--- src/rtl/write_req_assembler_pkg.sv ---
// Shared types for the write request assembler: AXI channel records, the decoded
// DRAM address and the queued AW entry, plus the rank-unit one-hot decoder.
package write_req_assembler_pkg;

  localparam int unsigned AXI_ADDRWIDTH          = 32;
  localparam int unsigned MEM_IDWIDTH            = 4;
  localparam int unsigned MEM_USERWIDTH          = 4;
  localparam int unsigned MEM_DATAWIDTH          = 64;
  localparam int unsigned CHWIDTH                = 1;
  localparam int unsigned RKWIDTH                = 2;
  localparam int unsigned BGWIDTH                = 2;
  localparam int unsigned BKWIDTH                = 2;
  localparam int unsigned ROWWIDTH               = 15;
  localparam int unsigned COLWIDTH               = 10;
  localparam int unsigned ASSEMBLER_DEPTH        = 8;
  localparam int unsigned BURST_LENGTH           = 8;
  localparam int unsigned NUM_RANKEXECUTION_UNIT = 1 << (RKWIDTH + CHWIDTH);

  typedef struct packed {
    logic [CHWIDTH-1:0]  channel;
    logic [RKWIDTH-1:0]  rank;
    logic [BGWIDTH-1:0]  bankgroup;
    logic [BKWIDTH-1:0]  bank;
    logic [ROWWIDTH-1:0] row;
    logic [COLWIDTH-1:0] col;
  } mem_addr_t;

  typedef struct packed {
    logic [MEM_IDWIDTH-1:0]   id;
    logic [AXI_ADDRWIDTH-1:0] addr;
    logic [MEM_USERWIDTH-1:0] user;
  } axi_aw_chan_t;

  typedef struct packed {
    logic [MEM_DATAWIDTH-1:0]   data;
    logic [MEM_USERWIDTH-1:0]   user;
    logic [MEM_IDWIDTH-1:0]     id;
    logic                       last;
    logic [MEM_DATAWIDTH/8-1:0] strb;
  } axi_w_chan_t;

  typedef struct packed {
    mem_addr_t                           mem_addr;
    logic [NUM_RANKEXECUTION_UNIT-1:0]   fsm;
    axi_aw_chan_t                        aw;
  } WrAddrEntry;

  typedef enum logic {
    OUT_EMPTY,
    OUT_FULL
  } out_state_e;

  // Rank execution unit index is {channel, rank}.
  function automatic logic [NUM_RANKEXECUTION_UNIT-1:0] decode_fsm_onehot(input mem_addr_t a);
    logic [NUM_RANKEXECUTION_UNIT-1:0] oh;
    oh = '0;
    oh[{a.channel, a.rank}] = 1'b1;
    return oh;
  endfunction

endpackage

--- src/rtl/write_req_assembler_if.sv ---
// AXI write address/data channels as seen by the assembler (slave) and the cache (master).
interface write_req_assembler_if;
  import write_req_assembler_pkg::*;

  axi_aw_chan_t aw_i;
  logic         aw_valid_i;
  logic         aw_ready_o;
  axi_w_chan_t  w_i;
  logic         w_valid_i;
  logic         w_ready_o;

  modport master (output aw_i, aw_valid_i, w_i, w_valid_i, input aw_ready_o, w_ready_o);
  modport slave  (input aw_i, aw_valid_i, w_i, w_valid_i, output aw_ready_o, w_ready_o);
endinterface

--- src/rtl/wr_addr_fifo.sv ---
// Synchronous FIFO of decoded AW entries; count is one bit wider than the pointers
// so full and empty are distinguishable.
module wr_addr_fifo
  import write_req_assembler_pkg::*;
#(
  parameter int unsigned DEPTH = ASSEMBLER_DEPTH
) (
  input  logic                   clk,
  input  logic                   rst_n,
  input  logic                   push_i,
  input  WrAddrEntry             push_data_i,
  input  logic                   pop_i,
  output WrAddrEntry             head_o,
  output logic [$clog2(DEPTH):0] count_o,
  output logic                   full_o,
  output logic                   empty_o
);
  localparam int unsigned PW = $clog2(DEPTH);
  localparam logic [PW:0] FULL_CNT = (PW+1)'(DEPTH);

  WrAddrEntry    mem_q [DEPTH];
  logic [PW-1:0] wptr_q, rptr_q;
  logic [PW:0]   count_q;
  logic          do_push, do_pop;

  assign full_o  = (count_q == FULL_CNT);
  assign empty_o = (count_q == '0);
  assign count_o = count_q;
  assign head_o  = mem_q[rptr_q];
  assign do_push = push_i & ~full_o;
  assign do_pop  = pop_i & ~empty_o;

  always_ff @(posedge clk or negedge rst_n) begin
    if (!rst_n) begin
      wptr_q  <= '0;
      rptr_q  <= '0;
      count_q <= '0;
    end else begin
      if (do_push) wptr_q <= wptr_q + PW'(1);
      if (do_pop)  rptr_q <= rptr_q + PW'(1);
      case ({do_push, do_pop})
        2'b10:   count_q <= count_q + (PW+1)'(1);
        2'b01:   count_q <= count_q - (PW+1)'(1);
        default: count_q <= count_q;
      endcase
    end
  end

  always_ff @(posedge clk) begin
    if (do_push) mem_q[wptr_q] <= push_data_i;
  end

endmodule

--- src/rtl/write_req_assembler.sv ---
// Pairs queued AW entries with their W beats and presents each beat, one-hot routed
// to its rank execution unit, from a single registered output stage.
module write_req_assembler
  import write_req_assembler_pkg::*;
#(
  parameter int unsigned DEPTH = ASSEMBLER_DEPTH,
  parameter int unsigned BEATS = BURST_LENGTH,
  parameter int unsigned NUNIT = NUM_RANKEXECUTION_UNIT
) (
  input  logic                       clk,
  input  logic                       rst_n,
  write_req_assembler_if.slave       axi,
  output logic [NUNIT-1:0]           req_valid_o,
  output mem_addr_t                  req_mem_addr_o,
  output logic [AXI_ADDRWIDTH-1:0]   req_addr_o,
  output logic [MEM_IDWIDTH-1:0]     req_id_o,
  output logic [MEM_USERWIDTH-1:0]   req_user_o,
  output logic [MEM_DATAWIDTH-1:0]   req_data_o,
  output logic [MEM_DATAWIDTH/8-1:0] req_strb_o,
  output logic [$clog2(BEATS)-1:0]   req_beat_o,
  output logic                       req_last_o,
  input  logic [NUNIT-1:0]           req_ready_i,
  output logic [$clog2(DEPTH):0]     occupancy_o,
  output logic                       proto_err_o
);
  localparam int unsigned BW = $clog2(BEATS);
  localparam logic [BW-1:0] LAST_BEAT = BW'(BEATS - 1);

  WrAddrEntry                 push_entry, head;
  logic                       fifo_full, fifo_empty, aw_push, head_pop;
  logic                       w_fire, out_take, out_free, at_last, terminal, err_hit;
  logic                       unused_w_user;
  out_state_e                 state_q, state_d;
  logic [BW-1:0]              beat_q, beat_d;
  logic                       err_q, err_d;
  logic [NUNIT-1:0]           fsm_q;
  mem_addr_t                  maddr_q;
  axi_aw_chan_t               aw_q;
  logic [MEM_DATAWIDTH-1:0]   data_q;
  logic [MEM_DATAWIDTH/8-1:0] strb_q;
  logic [BW-1:0]              obeat_q;
  logic                       last_q;

  assign push_entry.mem_addr = mem_addr_t'(axi.aw_i.addr);
  assign push_entry.fsm      = decode_fsm_onehot(mem_addr_t'(axi.aw_i.addr));
  assign push_entry.aw       = axi.aw_i;

  assign axi.aw_ready_o = ~fifo_full;
  assign aw_push        = axi.aw_valid_i & ~fifo_full;

  assign req_valid_o = (state_q == OUT_FULL) ? fsm_q : '0;
  assign out_take    = |(req_valid_o & req_ready_i);
  assign out_free    = (state_q == OUT_EMPTY) | out_take;
  assign axi.w_ready_o = ~fifo_empty & out_free;
  assign w_fire      = axi.w_valid_i & ~fifo_empty & out_free;

  // A burst ends on the counted final beat or on WLAST, whichever comes first.
  assign at_last  = (beat_q == LAST_BEAT);
  assign terminal = at_last | axi.w_i.last;
  assign head_pop = w_fire & terminal;
  assign err_hit  = (axi.w_i.last != at_last) | (axi.w_i.id != head.aw.id);
  assign unused_w_user = ^axi.w_i.user;

  wr_addr_fifo #(.DEPTH(DEPTH)) u_fifo (
    .clk         (clk),
    .rst_n       (rst_n),
    .push_i      (aw_push),
    .push_data_i (push_entry),
    .pop_i       (head_pop),
    .head_o      (head),
    .count_o     (occupancy_o),
    .full_o      (fifo_full),
    .empty_o     (fifo_empty)
  );

  always_comb begin
    state_d = state_q;
    beat_d  = beat_q;
    err_d   = err_q;
    if (w_fire)        state_d = OUT_FULL;
    else if (out_take) state_d = OUT_EMPTY;
    if (head_pop)      beat_d = '0;
    else if (w_fire)   beat_d = beat_q + BW'(1);
    if (w_fire && err_hit) err_d = 1'b1;
  end

  always_ff @(posedge clk or negedge rst_n) begin
    if (!rst_n) begin
      state_q <= OUT_EMPTY;
      beat_q  <= '0;
      err_q   <= 1'b0;
    end else begin
      state_q <= state_d;
      beat_q  <= beat_d;
      err_q   <= err_d;
    end
  end

  always_ff @(posedge clk or negedge rst_n) begin
    if (!rst_n) begin
      fsm_q   <= '0;
      maddr_q <= '0;
      aw_q    <= '0;
      data_q  <= '0;
      strb_q  <= '0;
      obeat_q <= '0;
      last_q  <= 1'b0;
    end else if (w_fire) begin
      fsm_q   <= NUNIT'(head.fsm);
      maddr_q <= head.mem_addr;
      aw_q    <= head.aw;
      data_q  <= axi.w_i.data;
      strb_q  <= axi.w_i.strb;
      obeat_q <= beat_q;
      last_q  <= terminal;
    end
  end

  assign req_mem_addr_o = maddr_q;
  assign req_addr_o     = aw_q.addr;
  assign req_id_o       = aw_q.id;
  assign req_user_o     = aw_q.user;
  assign req_data_o     = data_q;
  assign req_strb_o     = strb_q;
  assign req_beat_o     = obeat_q;
  assign req_last_o     = last_q;
  assign proto_err_o    = err_q;

endmodule

--- src/flat_wrapper.sv ---
// flat-port wrapper written by rule: the top's interface ports become plain ports
module write_req_assembler_flat import write_req_assembler_pkg::*;
#(
  parameter int unsigned DEPTH = ASSEMBLER_DEPTH,
  parameter int unsigned BEATS = BURST_LENGTH,
  parameter int unsigned NUNIT = NUM_RANKEXECUTION_UNIT
)
  (clk, rst_n, req_valid_o, req_mem_addr_o, req_addr_o, req_id_o, req_user_o, req_data_o, req_strb_o, req_beat_o, req_last_o, req_ready_i, occupancy_o, proto_err_o, axi_aw_i, axi_aw_valid_i, axi_w_i, axi_w_valid_i, axi_aw_ready_o, axi_w_ready_o);
  write_req_assembler_if axi_i ();
  input  logic clk;
  input  logic rst_n;
  output logic [NUNIT-1:0] req_valid_o;
  output mem_addr_t req_mem_addr_o;
  output logic [AXI_ADDRWIDTH-1:0] req_addr_o;
  output logic [MEM_IDWIDTH-1:0] req_id_o;
  output logic [MEM_USERWIDTH-1:0] req_user_o;
  output logic [MEM_DATAWIDTH-1:0] req_data_o;
  output logic [MEM_DATAWIDTH/8-1:0] req_strb_o;
  output logic [$clog2(BEATS)-1:0] req_beat_o;
  output logic req_last_o;
  input  logic [NUNIT-1:0] req_ready_i;
  output logic [$clog2(DEPTH):0] occupancy_o;
  output logic proto_err_o;
  input wire logic [$bits(axi_i.aw_i)-1:0] axi_aw_i;
  input wire logic [$bits(axi_i.aw_valid_i)-1:0] axi_aw_valid_i;
  input wire logic [$bits(axi_i.w_i)-1:0] axi_w_i;
  input wire logic [$bits(axi_i.w_valid_i)-1:0] axi_w_valid_i;
  output wire logic [$bits(axi_i.aw_ready_o)-1:0] axi_aw_ready_o;
  output wire logic [$bits(axi_i.w_ready_o)-1:0] axi_w_ready_o;
  assign axi_i.aw_i = axi_aw_i;
  assign axi_i.aw_valid_i = axi_aw_valid_i;
  assign axi_i.w_i = axi_w_i;
  assign axi_i.w_valid_i = axi_w_valid_i;
  assign axi_aw_ready_o = axi_i.aw_ready_o;
  assign axi_w_ready_o = axi_i.w_ready_o;
  write_req_assembler #(.DEPTH(DEPTH), .BEATS(BEATS), .NUNIT(NUNIT)) u_core (.clk(clk), .rst_n(rst_n), .axi(axi_i), .req_valid_o(req_valid_o), .req_mem_addr_o(req_mem_addr_o), .req_addr_o(req_addr_o), .req_id_o(req_id_o), .req_user_o(req_user_o), .req_data_o(req_data_o), .req_strb_o(req_strb_o), .req_beat_o(req_beat_o), .req_last_o(req_last_o), .req_ready_i(req_ready_i), .occupancy_o(occupancy_o), .proto_err_o(proto_err_o));
endmodule
--- config.mk ---
export PLATFORM = sky130hd
export DESIGN_NAME = write_req_assembler_flat
export DESIGN_NICKNAME = d
export VERILOG_FILES = /design/src/rtl/write_req_assembler_pkg.sv /design/src/rtl/write_req_assembler_if.sv /design/src/rtl/wr_addr_fifo.sv /design/src/rtl/write_req_assembler.sv /design/src/flat_wrapper.sv
export SDC_FILE = /design/constraint.sdc
export NUM_CORES = 1
export LEC_CHECK = 0
export ABC_AREA = 0
export BUFFER_PORTS_ARGS = -buffer_cell sky130_fd_sc_hd__clkbuf_2
export CAP_MARGIN = 20
export CORE_MARGIN = 3
export CORE_UTILIZATION = 55
export CTS_CLUSTER_SIZE = 28
export DETAILED_ROUTE_END_ITERATION = 10
export PLACE_DENSITY = 0.86
export SETUP_SLACK_MARGIN = 0.05
export SLEW_MARGIN = 25
export SYNTH_ARGS = -nofsm -noshare
export SYNTH_HDL_FRONTEND = slang
export SYNTH_SLANG_ARGS = --single-unit
--- constraint.sdc ---
create_clock -name clk -period 6.55 [get_ports clk]
set_input_delay 1.31 -clock clk [delete_from_list [all_inputs] [get_ports clk]]
set_output_delay 1.31 -clock clk [all_outputs]
set_load 0.01 [all_outputs]
[Yosys cells after proc, flatten, opt, wreduce, memory -nomap -nowiden]
Memories as Yosys holds them, arrays and structs flattened.
Cells that the tools add are included.
Storage, ports and cells
  register bits after elaboration: 171
  logic and storage cells: 65
  memories kept: 1
  input bits: 133
  latch bits: 0
  memory bits (writable): 640
  output and inout port bits: 163
  bits in read-only memories: 0
Cells by class
  shift operators: 0
  muxes and demuxes: 10
  reduce and logical (&&, ||, !) cells: 7
  $add $sub $neg: 5
  eq/ne operators: 6
  multipliers: 0
  bitwise operators: 14
  $lt $le $gt $ge: 2
  divide/modulo/power cells: 0
Memory list
  u_core.u_fifo.mem_q: depth 8, width 80, rd ports 1, clocked after memory_dff 0, wr ports 1, RTL line wr_addr_fifo.sv:21  | WrAddrEntry mem_q [DEPTH];
Operators by type and width (number)
  adder 3 x 1 -> 3 bit, second input constant: 3
  bitwise AND 8 bit: 1
  2-to-1 mux 8 bit: 1
  case mux 4 bit (2 select lines): 1
  OR reduction 8 bit: 1
  bitwise AND 1 bit: 7
  2-to-1 mux 3 bit: 2
  nonzero test 2 bit: 3
  2-to-1 mux 1 bit: 5
  adder 4 x 1 -> 4 bit, second input constant: 1
  == test 4 bit, second input constant: 1
  zero test 4 bit: 1
  < comparator 3 x 4 -> 1 bit, second input constant: 1
  != test 4 bit: 1
  subtractor 4 x 1 -> 4 bit, second input constant: 1
  demux 1 bit (select 3 bit): 1
  == test 3 bit, second input constant: 1
  >= comparator 3 x 1 -> 1 bit, second input constant: 1
  inverter 1 bit: 3
  bitwise OR 1 bit: 3
  == test 2 x 1 -> 1 bit, second input constant: 1
  == test 2 bit, second input constant: 1
  logical AND 1 bit: 2
  != test 1 bit: 1

[Depth between registers and ports, before layout]
Gate-level depths: netlist of run 1.
  depth after elaboration: 9
  mapped depth: 13
  mapped depth without buffers: 12

[Modules after synthesis]
A second synthesis of run 1 with hierarchy kept.
Unflattened totals
  cell total of the unflattened synthesis: 1378
  area, all modules: 30894.6 µm²
Modules (own cells, without submodules)
  wr_addr_fifo: seq. area each 19468.7 µm², cells each 992, times used 1, area an instance 24623.6 µm²
  write_req_assembler: seq. area each 4028.9 µm², cells each 386, times used 1, area an instance 6271.0 µm²

[Worst setup path before layout of run 1]
No wires, ideal clock.
  path kind: input to register
  start: input axi_aw_valid_i
  end: memory u_core.u_fifo.mem_q[0][0] (netlist name) (enable)
  setup slack: -0.085 ns
  required time: 5.977 ns
  buffers on the path: 0
  stages: 2
  data arrival time: 6.062 ns
  cells stage by stage: nand2_1 -> nor4_1
On the way
  longest elaborated chain between the ends: 4
Ends and longest elaborated chain
  start, declared: RTL line flat_wrapper.sv:25  | input wire logic [$bits(axi_i.aw_valid_i)-1:0] axi_aw_valid_i;
  bitwise AND 1 bit: RTL line write_req_assembler.sv:49  | assign aw_push = axi.aw_valid_i & ~fifo_full;
  bitwise AND 1 bit: RTL line wr_addr_fifo.sv:30  | assign do_push = push_i & ~full_o;
  2-to-1 mux 1 bit: RTL line wr_addr_fifo.sv:50  | if (do_push) mem_q[wptr_q] <= push_data_i;
  2-to-1 mux 1 bit (not written as such): RTL line wr_addr_fifo.sv:50
  end, declared: RTL line wr_addr_fifo.sv:21
No other way between the ends.

[Worst setup path in the final report of run 1]
  start: input req_ready_i[2]
  end: output axi_w_ready_o
On the way
  longest elaborated chain between the ends: 4
Ends and longest elaborated chain
  start, declared: RTL line flat_wrapper.sv:21  | input logic [NUNIT-1:0] req_ready_i;
  bitwise AND 8 bit: RTL line write_req_assembler.sv:52  | assign out_take = |(req_valid_o & req_ready_i);
  OR reduction 8 bit: RTL line write_req_assembler.sv:52
  bitwise OR 1 bit: RTL line write_req_assembler.sv:53  | assign out_free = (state_q == OUT_EMPTY) | out_take;
  bitwise AND 1 bit: RTL line write_req_assembler.sv:54  | assign axi.w_ready_o = ~fifo_empty & out_free;
  end, declared: RTL line flat_wrapper.sv:29  | output wire logic [$bits(axi_i.w_ready_o)-1:0] axi_w_ready_o;
No other way between the ends.

==> impl_metrics.json, run 1 <==
{
  "synthDominantCellAreaShare_pct": 57.3,
  "cap_violations": 0,
  "slew_violations": 0,
  "min_path_type": "reg2reg",
  "drt_iter0_drc": 574,
  "ys_seq_area_share_pct": 74.6,
  "fp-row-count": 69,
  "worstSetupEndpointType": "output port",
  "ys_top_cells_by_area": "edfxtp_1, dfrtp_1, mux4_2",
  "cts_setup_buffers": 0,
  "crit_top_cell": "clkbuf_2",
  "yosys_register_bits": 523,
  "syn-instance-count": 1025,
  "cts_tree": "built",
  "antenna_found_initial": 5,
  "critical_path.max_stage_delay_ns": 0.33,
  "syn_area_mm2": 0.0201,
  "setup_ws_ns": 2.98,
  "power_mw": 10.8,
  "ir_drop_v": 0.000285,
  "async_flop_share_pct": 26.6,
  "power_density_mw_per_mm2": 456,
  "crit_path_start_kind": "input pin",
  "tightest_slew_ns": 1.03,
  "finalNetCount": 1452,
  "die_w_um": 197,
  "critPathArrivalTime_ns": 2.26,
  "hold_viol": 0,
  "finalCriticalPeriod_ns": 3.57,
  "ctsHoldBuffers": 0,
  "fin_crit_sh_pct": 54.4,
  "status": "finished, final reports clean",
  "ant_nets": 0,
  "finalSetupTns_ns": 0,
  "fmax_mhz": 280,
  "ctsResizeCount": 0,
  "grt_pass1_vias": 10600,
  "synth_commonest_cells": "edfxtp_1, dfrtp_1, mux4_2, mux2_2",
  "start_util_pct": 56.2,
  "cts.htree.levels": 2,
  "num_vias": 10300,
  "yosys.area.top_type": "edfxtp_1",
  "ys.flop_type": "edfxtp_1",
  "path_clk_slew_ns": 0.06,
  "ys_warn_count": 0,
  "viasPerCell": 5.65,
  "worstPathRequired_ns": 5.24,
  "p_leak_nw": 9.01,
  "grt_pass1_wl_um": 63200,
  "pre_cts_ws_ns": 2.60,
  "drcViolationCount": 0,
  "firstDrtPassIters": 5,
  "dpl.cell_count": 1718,
  "io_pins": 296,
  "synth-edff-count": 384,
  "clock_path_buffers": 3,
  "core_area_mm2": 0.0358,
  "finalSetupViolCount": 0,
  "gp_congestion": 0.770,
  "grt_usage_pct": 21.6,
  "fin_skew_ns": 0.0184,
  "die_y_um": 197,
  "yosysUniqueCellTypes": 36,
  "die-area_mm2": 0.0389,
  "portBuffers": 291,
  "area_delta_synth_final_pct": 17.2,
  "slowest_stage": "a222oi_1",
  "syn_nets": 1166,
  "synthMostInstantiatedCell": "edfxtp_1",
  "clockRootBuffer": "clkbuf_16",
  "layout.cells.non_filler": 1815,
  "clock-sinks": 523,
  "dp_hpwl_um": 25300,
  "post_drt_wl_per_cell_um": 23.4,
  "maxSlewHeadroom_pct": 31.5,
  "fin_hold_ws_ns": 0.476,
  "drive_above_1_share_pct": 42.6,
  "overflow": 0,
  "clkLatencyLatePin_ns": 0.59,
  "path_max_fanout": 2,
  "crit_type": "in2out",
  "synth.avg_cell_area_um2": 19.6,
  "grt_max_degree": 88,
  "rsz0062_at_grt": "false",
  "cts_inserted_buffers": 52,
  "wl_um": 42400,
  "path_cells": "clkbuf_2 -> a222oi_1 -> nand4_1 -> a21boi_2 -> clkbuf_2"
}
-- sequential cells by signal, indices dropped and copies added (netlist names), 4 cells and up --
register / count
u_core.fsm_q: 8
u_core.req_addr_o: 32
u_core.req_data_o: 64
u_core.req_id_o: 4
u_core.req_strb_o: 8
u_core.req_user_o: 4
u_core.u_fifo.count_o: 4
u_core.u_fifo.mem_q: 384
-- cells by family (layout without fill, tap and decap cells) --
logic type	Yosys count	in the layout	share of synthesized area (%)
buffers and inverters	85	413	2.70
DFF	523	523	74.6
adders and majority gates	8	8	0.497
AOI/OAI and AO/OA	63	63	1.74
and+or+nand+nor	104	104	2.41
xor gates and xnor gates	13	13	0.566
muxes	229	229	17.5
other	0	1	0
-- worst max-delay path: cells and delay by family --
kind,cells,cell delay (ns)
and+or+nand+nor,1,0.16
AOI/OAI and AO/OA,2,0.54
buffers and inverters,2,0.25
-- placed cells by master, fill, tap and decap left out, types with 3 or more instances in the layout --
master and instances:
nand2_1 59, xor2_1 8, clkinvlp_4 4, mux2_2 78, clkinv_1 8, mux4_2 91, inv_6 4, nand2b_1 4
dfrtp_4 3, xnor2_1 5, bufinv_16 4, nor2_1 5, nor3_2 4, clkbuf_8 4, edfxtp_1 384, nor2_4 3
dfrtp_1 136, clkinv_2 10, clkbuf_2 290, nor3b_1 3, and2_1 8, nand3b_1 5, clkbuf_1 9, mux2i_1 60
buf_4 20, inv_1 4, nand3_1 3, ha_1 8, clkbuf_16 53, o21ai_0 53
-- per-stage QoR --
stage / util, % / instance area, um^2
after floorplan: - / 20100
after global placement: 61.1 / 21900
after detailed placement: 61.1 / 21900
after CTS: 65.8 / 23600
after global routing: 65.8 / 23600
final: 65.8 / 23600
-- power by group --
group / switching [mW] / total [mW] / internal (mW)
Combinational: 1.63 / 3.07 / 1.44
Sequential: 0.454 / 4.77 / 4.32
Clock: 1.22 / 2.91 / 1.69
Total: 3.30 / 10.8 / 7.45
-- path summary, 6_finish.rpt --
kind                                                       from                              endpoint  slack, ns  depth (start not counted)
max in group asynchronous                                 rst_n     u_core.req_data_o[35]$_DFFE_PN0P_       4.92                          2
max                                              req_ready_i[2]                         axi_w_ready_o       2.98                          5
max reg2reg                u_core.u_fifo.count_o[0]$_DFFE_PN0P_  u_core.u_fifo.count_o[2]$_DFFE_PN0P_       3.56                         10
min                              u_core.proto_err_o$_DFFE_PN0P_        u_core.proto_err_o$_DFFE_PN0P_       0.48                          1
min in group asynchronous                                 rst_n     u_core.req_addr_o[29]$_DFFE_PN0P_       0.62                          1
min reg2reg                      u_core.proto_err_o$_DFFE_PN0P_        u_core.proto_err_o$_DFFE_PN0P_       0.48                          1
-- layer usage --
layer / up-vias / track usage (%) / wire [um]
met2: 416 / 38.2 / 22200
met5: - / 0 / 50
li1: 4554 / - / -
met4: 8 / 5.49 / 732
met1: 5223 / 26.9 / 16200
met3: 61 / 5.78 / 3260
-- final cells by class --
cell class	count	area (um^2)
flip-flops and latches	523	15000
fillers	2294	12200
multi-input cells	417	4640
repair buffers	313	1650
clock buffers	66	1420
well taps	461	577
clock inverters	30	265
inverters	4	15.0
diodes	1	2.50
No activity file was read; power rests on OpenSTA's default activity.
==> run 2, diff against run 1 <==
--- a/config.mk
+++ b/config.mk
@@ -9,10 +9,10 @@
 export BUFFER_PORTS_ARGS = -buffer_cell sky130_fd_sc_hd__clkbuf_2
 export CAP_MARGIN = 20
 export CORE_MARGIN = 3
-export CORE_UTILIZATION = 55
+export CORE_UTILIZATION = 51
 export CTS_CLUSTER_SIZE = 28
 export DETAILED_ROUTE_END_ITERATION = 10
-export PLACE_DENSITY = 0.86
+export PLACE_DENSITY = 0.84
 export SETUP_SLACK_MARGIN = 0.05
 export SLEW_MARGIN = 25
 export SYNTH_ARGS = -nofsm -noshare
==> constraint.sdc (replaced) <==
create_clock -name clk -period 3.05 [get_ports clk]
set_input_delay 0.61 -clock clk [delete_from_list [all_inputs] [get_ports clk]]
set_output_delay 0.61 -clock clk [all_outputs]
set_load 0.01 [all_outputs]
==> run 2 against run 1 <==
Against the previous run: cell count rose by 3.2%; power rose by 120%; largest power group unchanged; sequential power up 110%; via count down 0.18%; highest routed layer unchanged; critical path depth is 7 higher; die area rose by 7.6%.
==> impl_metrics.json, run 2 (synthesized netlist as in run 1, its figures left out) <==
{
  "status": "finished, final reports clean",
  "critPathArrivalTime_ns": 3.03,
  "post_drt_wl_per_cell_um": 22.1,
  "startpoint": "u_core.fsm_q[2]$_DFFE_PN0P_",
  "rr_worst_depth": 12,
  "crit_top_cell": "xor2_1",
  "finalNetCount": 1452,
  "mostFrequentLayoutCells": "edfxtp_1, clkbuf_2, dfrtp_1, mux4_2, mux2_2",
  "crit_type": "reg2reg",
  "slew_violations": 0,
  "worstSetupEndpointType": "register",
  "cap_violations": 0,
  "ir_drop_v": 0.000577,
  "clock_path_buffers": 3,
  "fin_crit_sh_pct": 84.0,
  "finalSetupViolCount": 0,
  "hold_viol": 0,
  "fp-row-count": 72,
  "cts.htree.levels": 2,
  "crit_path_start_kind": "register",
  "regToRegStartpoint": "u_core.fsm_q[2]$_DFFE_PN0P_",
  "fin_skew_ns": 0.0140,
  "power_mw": 23.2,
  "path_clk_slew_ns": 0.06,
  "post-route-util_pct": 61.5,
  "grt_pass1_vias": 10500,
  "grt_max_degree": 110,
  "path_max_fanout": 5,
  "critical_path.max_stage_delay_ns": 0.41,
  "finalCriticalPeriod_ns": 2.56,
  "cts_setup_buffers": 0,
  "ant_nets": 0,
  "drt_iter0_drc": 638,
  "clkLatencyLatePin_ns": 0.59,
  "grt_usage_pct": 19.9,
  "n_fill_cell": 2731,
  "io_pins": 296,
  "p_leak_nw": 9.08,
  "clockRootBuffer": "clkbuf_16",
  "fmax_mhz": 390,
  "timing.rr.end": "u_core.u_fifo.count_o[2]$_DFFE_PN0P_",
  "top_register": "u_core.u_fifo.mem_q",
  "slowest_stage": "dfrtp_1",
  "die-area_mm2": 0.0419,
  "die_y_um": 205,
  "area_delta_synth_final_pct": 18.6,
  "clock-sinks": 523,
  "start_util_pct": 51.8,
  "grt_pass1_wl_um": 62700,
  "wl_um": 41400,
  "final_common_cell": "edfxtp_1",
  "worstPathRequired_ns": 3.52,
  "path_cells": "a222oi_1 -> nand4_1 -> a21boi_2 -> nand2_4 -> nor2_1 -> ha_1 -> xor2_1 -> ha_1 -> a21oi_1 -> xor2_1 -> nor2_1 -> xor2_1",
  "gp_congestion": 0.743,
  "drive_above_1_share_pct": 42.4,
  "hold_start": "axi_w_i[52]",
  "largest_reg_flops": 384,
  "antenna_found_initial": 4,
  "core_area_mm2": 0.0388,
  "overflow": 0,
  "layout.cells.non_filler": 1873,
  "rsz0062_at_grt": "false",
  "fin_hold_ws_ns": 0.250,
  "portBuffers": 291,
  "cts_tree": "built",
  "final_cell_area_mm2": 0.0239,
  "finalSetupTns_ns": 0,
  "tightest_slew_ns": 0.814,
  "min_path_type": "in2reg",
  "firstDrtPassIters": 5,
  "ctsHoldBuffers": 1,
  "placed_area_mm2": 0.0221,
  "power_density_mw_per_mm2": 974,
  "num_vias": 10200,
  "crit_path_end": "u_core.u_fifo.count_o[2]$_DFFE_PN0P_",
  "setup_ws_ns": 0.487,
  "ctsResizeCount": 0,
  "drcViolationCount": 0,
  "die_w_um": 205,
  "rrSetupSlack_ns": 0.49,
  "viasPerCell": 5.47,
  "pre_cts_ws_ns": 0.206,
  "cts_inserted_buffers": 51,
  "dpl.cell_count": 1775,
  "maxSlewHeadroom_pct": 45.4,
  "dp_hpwl_um": 24900
}
==> run 2: critical path, delay by kind of cell, from the launching register on <==
family | cells | cell delay [ns]
simple gates | 4 | 0.38
fa+ha+maj | 2 | 0.45
xor+xnor | 3 | 0.49
compound gates | 3 | 0.72
flops | 1 | 0.41
==> run 2: power by group <==
part	leakage [nW]	switching, mW	internal, mW
Combinational	3.09	3.50	3.18
Sequential	5.15	0.939	9.27
Clock	0.843	2.60	3.75
==> run 2: how the worst min path moves through the flow <==
stage / end / depth (start not counted) / slack (ns)
2_1_floorplan: u_core.beat_q[0]$_DFFE_PN0P_ / 0 / 0.31
3_3_place_gp: u_core.proto_err_o$_DFFE_PN0P_ / 1 / 0.46
3_5_place_dp: u_core.req_id_o[3]$_DFFE_PN0P_ / 2 / 0.47
4_1_cts: u_core.req_data_o[35]$_DFFE_PN0P_ / 2 / 0.21
5_1_grt: u_core.req_data_o[63]$_DFFE_PN0P_ / 2 / 0.23
6_report: u_core.req_data_o[35]$_DFFE_PN0P_ / 2 / 0.25
==> run 2: routing by layer <==
layer / up-vias / GRT usage (%) / share of wire [%]
li1: 4562 / - / -
met1: 5262 / 25.4 / 40
met3: 75 / 4.32 / 6.5
met5: - / 0 / 0.094
met4: 6 / 6.71 / 2.7
met2: 339 / 34.3 / 51
==> run 2: cell type report <==
cell class / count / area, um^2 / share of cell area, %
clock inverter: 26 / 314 / 1.32
tap: 518 / 648 / 2.72
antenna: 1 / 2.50 / 0.0105
inverter: 4 / 15.0 / 0.0629
sequential: 523 / 15000 / 62.9
clock buffer: 70 / 1400 / 5.87
multi-input combinational: 417 / 4670 / 19.6
timing repair buffer: 314 / 1800 / 7.54
==> run 3, diff against run 2 <==
--- a/config.mk
+++ b/config.mk
@@ -5,14 +5,14 @@
 export SDC_FILE = /design/constraint.sdc
 export NUM_CORES = 1
 export LEC_CHECK = 0
-export ABC_AREA = 0
+export ABC_AREA = 1
 export BUFFER_PORTS_ARGS = -buffer_cell sky130_fd_sc_hd__clkbuf_2
 export CAP_MARGIN = 20
 export CORE_MARGIN = 3
-export CORE_UTILIZATION = 51
+export CORE_UTILIZATION = 55
 export CTS_CLUSTER_SIZE = 28
 export DETAILED_ROUTE_END_ITERATION = 10
-export PLACE_DENSITY = 0.84
+export PLACE_DENSITY = 0.86
 export SETUP_SLACK_MARGIN = 0.05
 export SLEW_MARGIN = 25
 export SYNTH_ARGS = -nofsm -noshare
==> constraint.sdc (replaced) <==
create_clock -name clk -period 2.66 [get_ports clk]
set_input_delay 0.532 -clock clk [delete_from_list [all_inputs] [get_ports clk]]
set_output_delay 0.532 -clock clk [all_outputs]
set_load 0.01 [all_outputs]
==> run 3 against run 2 <==
Against the previous run: largest cell class unchanged; synthesized cell count rose by 66%; design area rose by 1.8%; maximum frequency rose by 5.4%; largest power group unchanged; clock power rose by 4.6%; sequential share of layout area fell by 1.1 points; setup slack got worse by 0.26 ns; combinational power rose by 42%.
==> impl_metrics.json, run 3 <==
{
  "status": "finished, final reports clean",
  "cts_setup_buffers": 0,
  "start_util_pct": 56.3,
  "ys.flop_type": "edfxtp_1",
  "fin_crit_sh_pct": 91.4,
  "syn_nets": 1838,
  "final_cell_area_mm2": 0.0243,
  "post_drt_wl_per_cell_um": 19.7,
  "cts.htree.levels": 2,
  "synth-edff-count": 384,
  "fin_skew_ns": 0.0202,
  "p_leak_nw": 10.1,
  "muxShareOfSynthArea_pct": 2.12,
  "pre_cts_ws_ns": 0.0374,
  "critPathArrivalTime_ns": 2.88,
  "die-area_mm2": 0.0401,
  "placed_area_mm2": 0.0227,
  "area_delta_synth_final_pct": 17.0,
  "min_path_type": "in2reg",
  "crit_path_start_kind": "register",
  "portBuffers": 291,
  "top_register": "u_core.u_fifo.mem_q",
  "clkLatencyLatePin_ns": 0.57,
  "syn_area_mm2": 0.0208,
  "finalCriticalPeriod_ns": 2.43,
  "synth_commonest_cells": "nand2_1, edfxtp_1, nor2_1, o21ai_0, dfrtp_1",
  "drive_above_1_share_pct": 21.3,
  "overflow": 0,
  "synth_compound_area_share_pct": 7.08,
  "fmax_mhz": 411,
  "syn-instance-count": 1697,
  "finalNetCount": 2090,
  "mostFrequentLayoutCells": "nand2_1, edfxtp_1, clkbuf_2, nor2_1, o21ai_0",
  "synth_fa_ha_area_share_pct": 0.482,
  "ys_seq_area_share_pct": 72.3,
  "min_to": "u_core.req_strb_o[1]$_DFFE_PN0P_",
  "firstDrtPassIters": 6,
  "gp_congestion": 0.883,
  "drt_iter0_drc": 1285,
  "final_common_cell": "nand2_1",
  "die_w_um": 200,
  "grt_pass1_vias": 13900,
  "worstSetupEndpointType": "register",
  "clockRootBuffer": "clkbuf_16",
  "rr_worst_depth": 10,
  "grt_max_degree": 134,
  "rsz0062_at_grt": "false",
  "viasPerCell": 5.59,
  "synth_xor_area_share_pct": 0.295,
  "hold_start": "axi_w_i[1]",
  "maxSlewHeadroom_pct": 42.1,
  "largest_reg_flops": 384,
  "async_flop_share_pct": 26.6,
  "cts_tree": "built",
  "dp_hpwl_um": 29000,
  "hold_depth": 3,
  "core_area_mm2": 0.0369,
  "hold_viol": 0,
  "timing.rr.end": "u_core.req_addr_o[19]$_DFFE_PN0P_",
  "path_clk_slew_ns": 0.06,
  "cap_violations": 0,
  "slew_violations": 0,
  "ant_nets": 0,
  "regToRegStartpoint": "u_core.state_q$_DFFE_PN0P_",
  "antenna_found_initial": 5,
  "ys_top_cells_by_area": "edfxtp_1, dfrtp_1, nand2_1",
  "drcViolationCount": 0,
  "synthDominantCellAreaShare_pct": 55.5,
  "grt_pass1_wl_um": 76000,
  "yosys_register_bits": 523,
  "die_y_um": 200,
  "num_vias": 14000,
  "fp-row-count": 70,
  "worstPathRequired_ns": 3.11,
  "finalSetupViolCount": 0,
  "crit_type": "reg2reg",
  "synth_top_family_by_area": "simple AND/OR/NAND/NOR gates",
  "ir_drop_v": 0.00100,
  "wl_um": 49100,
  "synth.avg_cell_area_um2": 12.2,
  "tightest_slew_ns": 0.862,
  "ys_warn_count": 0,
  "fin_hold_ws_ns": 0.163,
  "path_max_fanout": 133,
  "grt_usage_pct": 23.9,
  "io_pins": 296,
  "clock-sinks": 523,
  "yosysUniqueCellTypes": 29,
  "setup_ws_ns": 0.228,
  "rrSetupSlack_ns": 0.23,
  "cts_inserted_buffers": 50,
  "clock_path_buffers": 3,
  "synth-simple-area-share_pct": 13.1,
  "yosys.area.top_type": "edfxtp_1",
  "synthMostInstantiatedCell": "nand2_1",
  "power_density_mw_per_mm2": 1140
}
## run 3: cell types whose count changed after synthesis, moves of 8 or more
cell,delta
o211ai_1,+44
mux2i_1,-16
clkbuf_1,+29
o21ai_0,+89
nor2_1,+188
inv_1,+48
mux2_2,-78
buf_2,+21
o221ai_1,+44
mux4_2,-91
and2_1,-8
nand3_1,+67
nand2_1,+353
## run 3: cell families after synthesis
group,after synthesis
flops,523
compound gates,236
buf+inv,187
fa+ha+maj,8
mux,44
xor+xnor,7
simple gates,692
## run 3: worst max path at each step
stage / start / end / slack [ns] / depth (start not counted)
floorplan: u_core.u_fifo.count_o[0]$_DFFE_PN0P_ / u_core.u_fifo.mem_q[0][0]$_DFFE_PP_ / -0.17 / 5
global placement: req_ready_i[0] / u_core.u_fifo.count_o[2]$_DFFE_PN0P_ / 0.12 / 15
detailed placement: req_ready_i[1] / u_core.u_fifo.count_o[2]$_DFFE_PN0P_ / 0.04 / 15
CTS: u_core.state_q$_DFFE_PN0P_ / u_core.u_fifo.count_o[2]$_DFFE_PN0P_ / 0.08 / 15
global route: u_core.state_q$_DFFE_PN0P_ / u_core.u_fifo.count_o[3]$_DFFE_PN0P_ / 0.06 / 16
finish: u_core.state_q$_DFFE_PN0P_ / u_core.req_addr_o[19]$_DFFE_PN0P_ / 0.23 / 10
## run 3: where the power goes
part	internal (mW)	switching [mW]
Clock	3.76	2.88
Sequential	10.7	0.910
Combinational	3.19	6.31
## run 3: through the flow
step	util (%)	instances	TNS, ns	total power, mW
after floorplan	-	1697	-32.70	17.9
after global placement	61.6	2400	0	20.8
after detailed placement	61.6	2400	0	21.2
after CTS	65.9	2494	0	27.9
after global routing	65.9	2495	0	29.3
final	65.9	2497	0	27.8
## run 3: worst max-delay path: stages (launching register included)
cell,delay [ns]
dfrtp_2,0.46
nand2_1,0.10
nor2_1,0.06
a211oi_2,0.18
nand2_1,0.17
nand2_4,0.13
buf_12,0.49
inv_4,0.07
buf_12,0.27
nand3_1,0.23
nand2_1,0.08
## run 3: routing by layer
layer	global-route usage, %	vias up	wire (um)
met2	40.5	691	24300
met1	30.7	6761	19100
met5	0	-	24
met4	8.83	4	1300
li1	-	6397	-
met3	5.17	98	4370
## run 3: area by class of cell
type	count	area (um^2)
Clock buffer	60	1330
Inverter	59	228
Fill cell	2522	12600
Multi-Input combinational cell	987	4850
Clock inverter	33	214
Tap cell	504	631
Timing Repair Buffer	328	2020
Sequential cell	523	15000
Antenna cell	3	7.51
## run 3: timing repair
action                                  in CTS  in global routing
hold buffers                                 1                  0
endpoints found under the setup margin       0                  3
resized for setup                            0                  2
endpoints found under the hold margin       61                  0
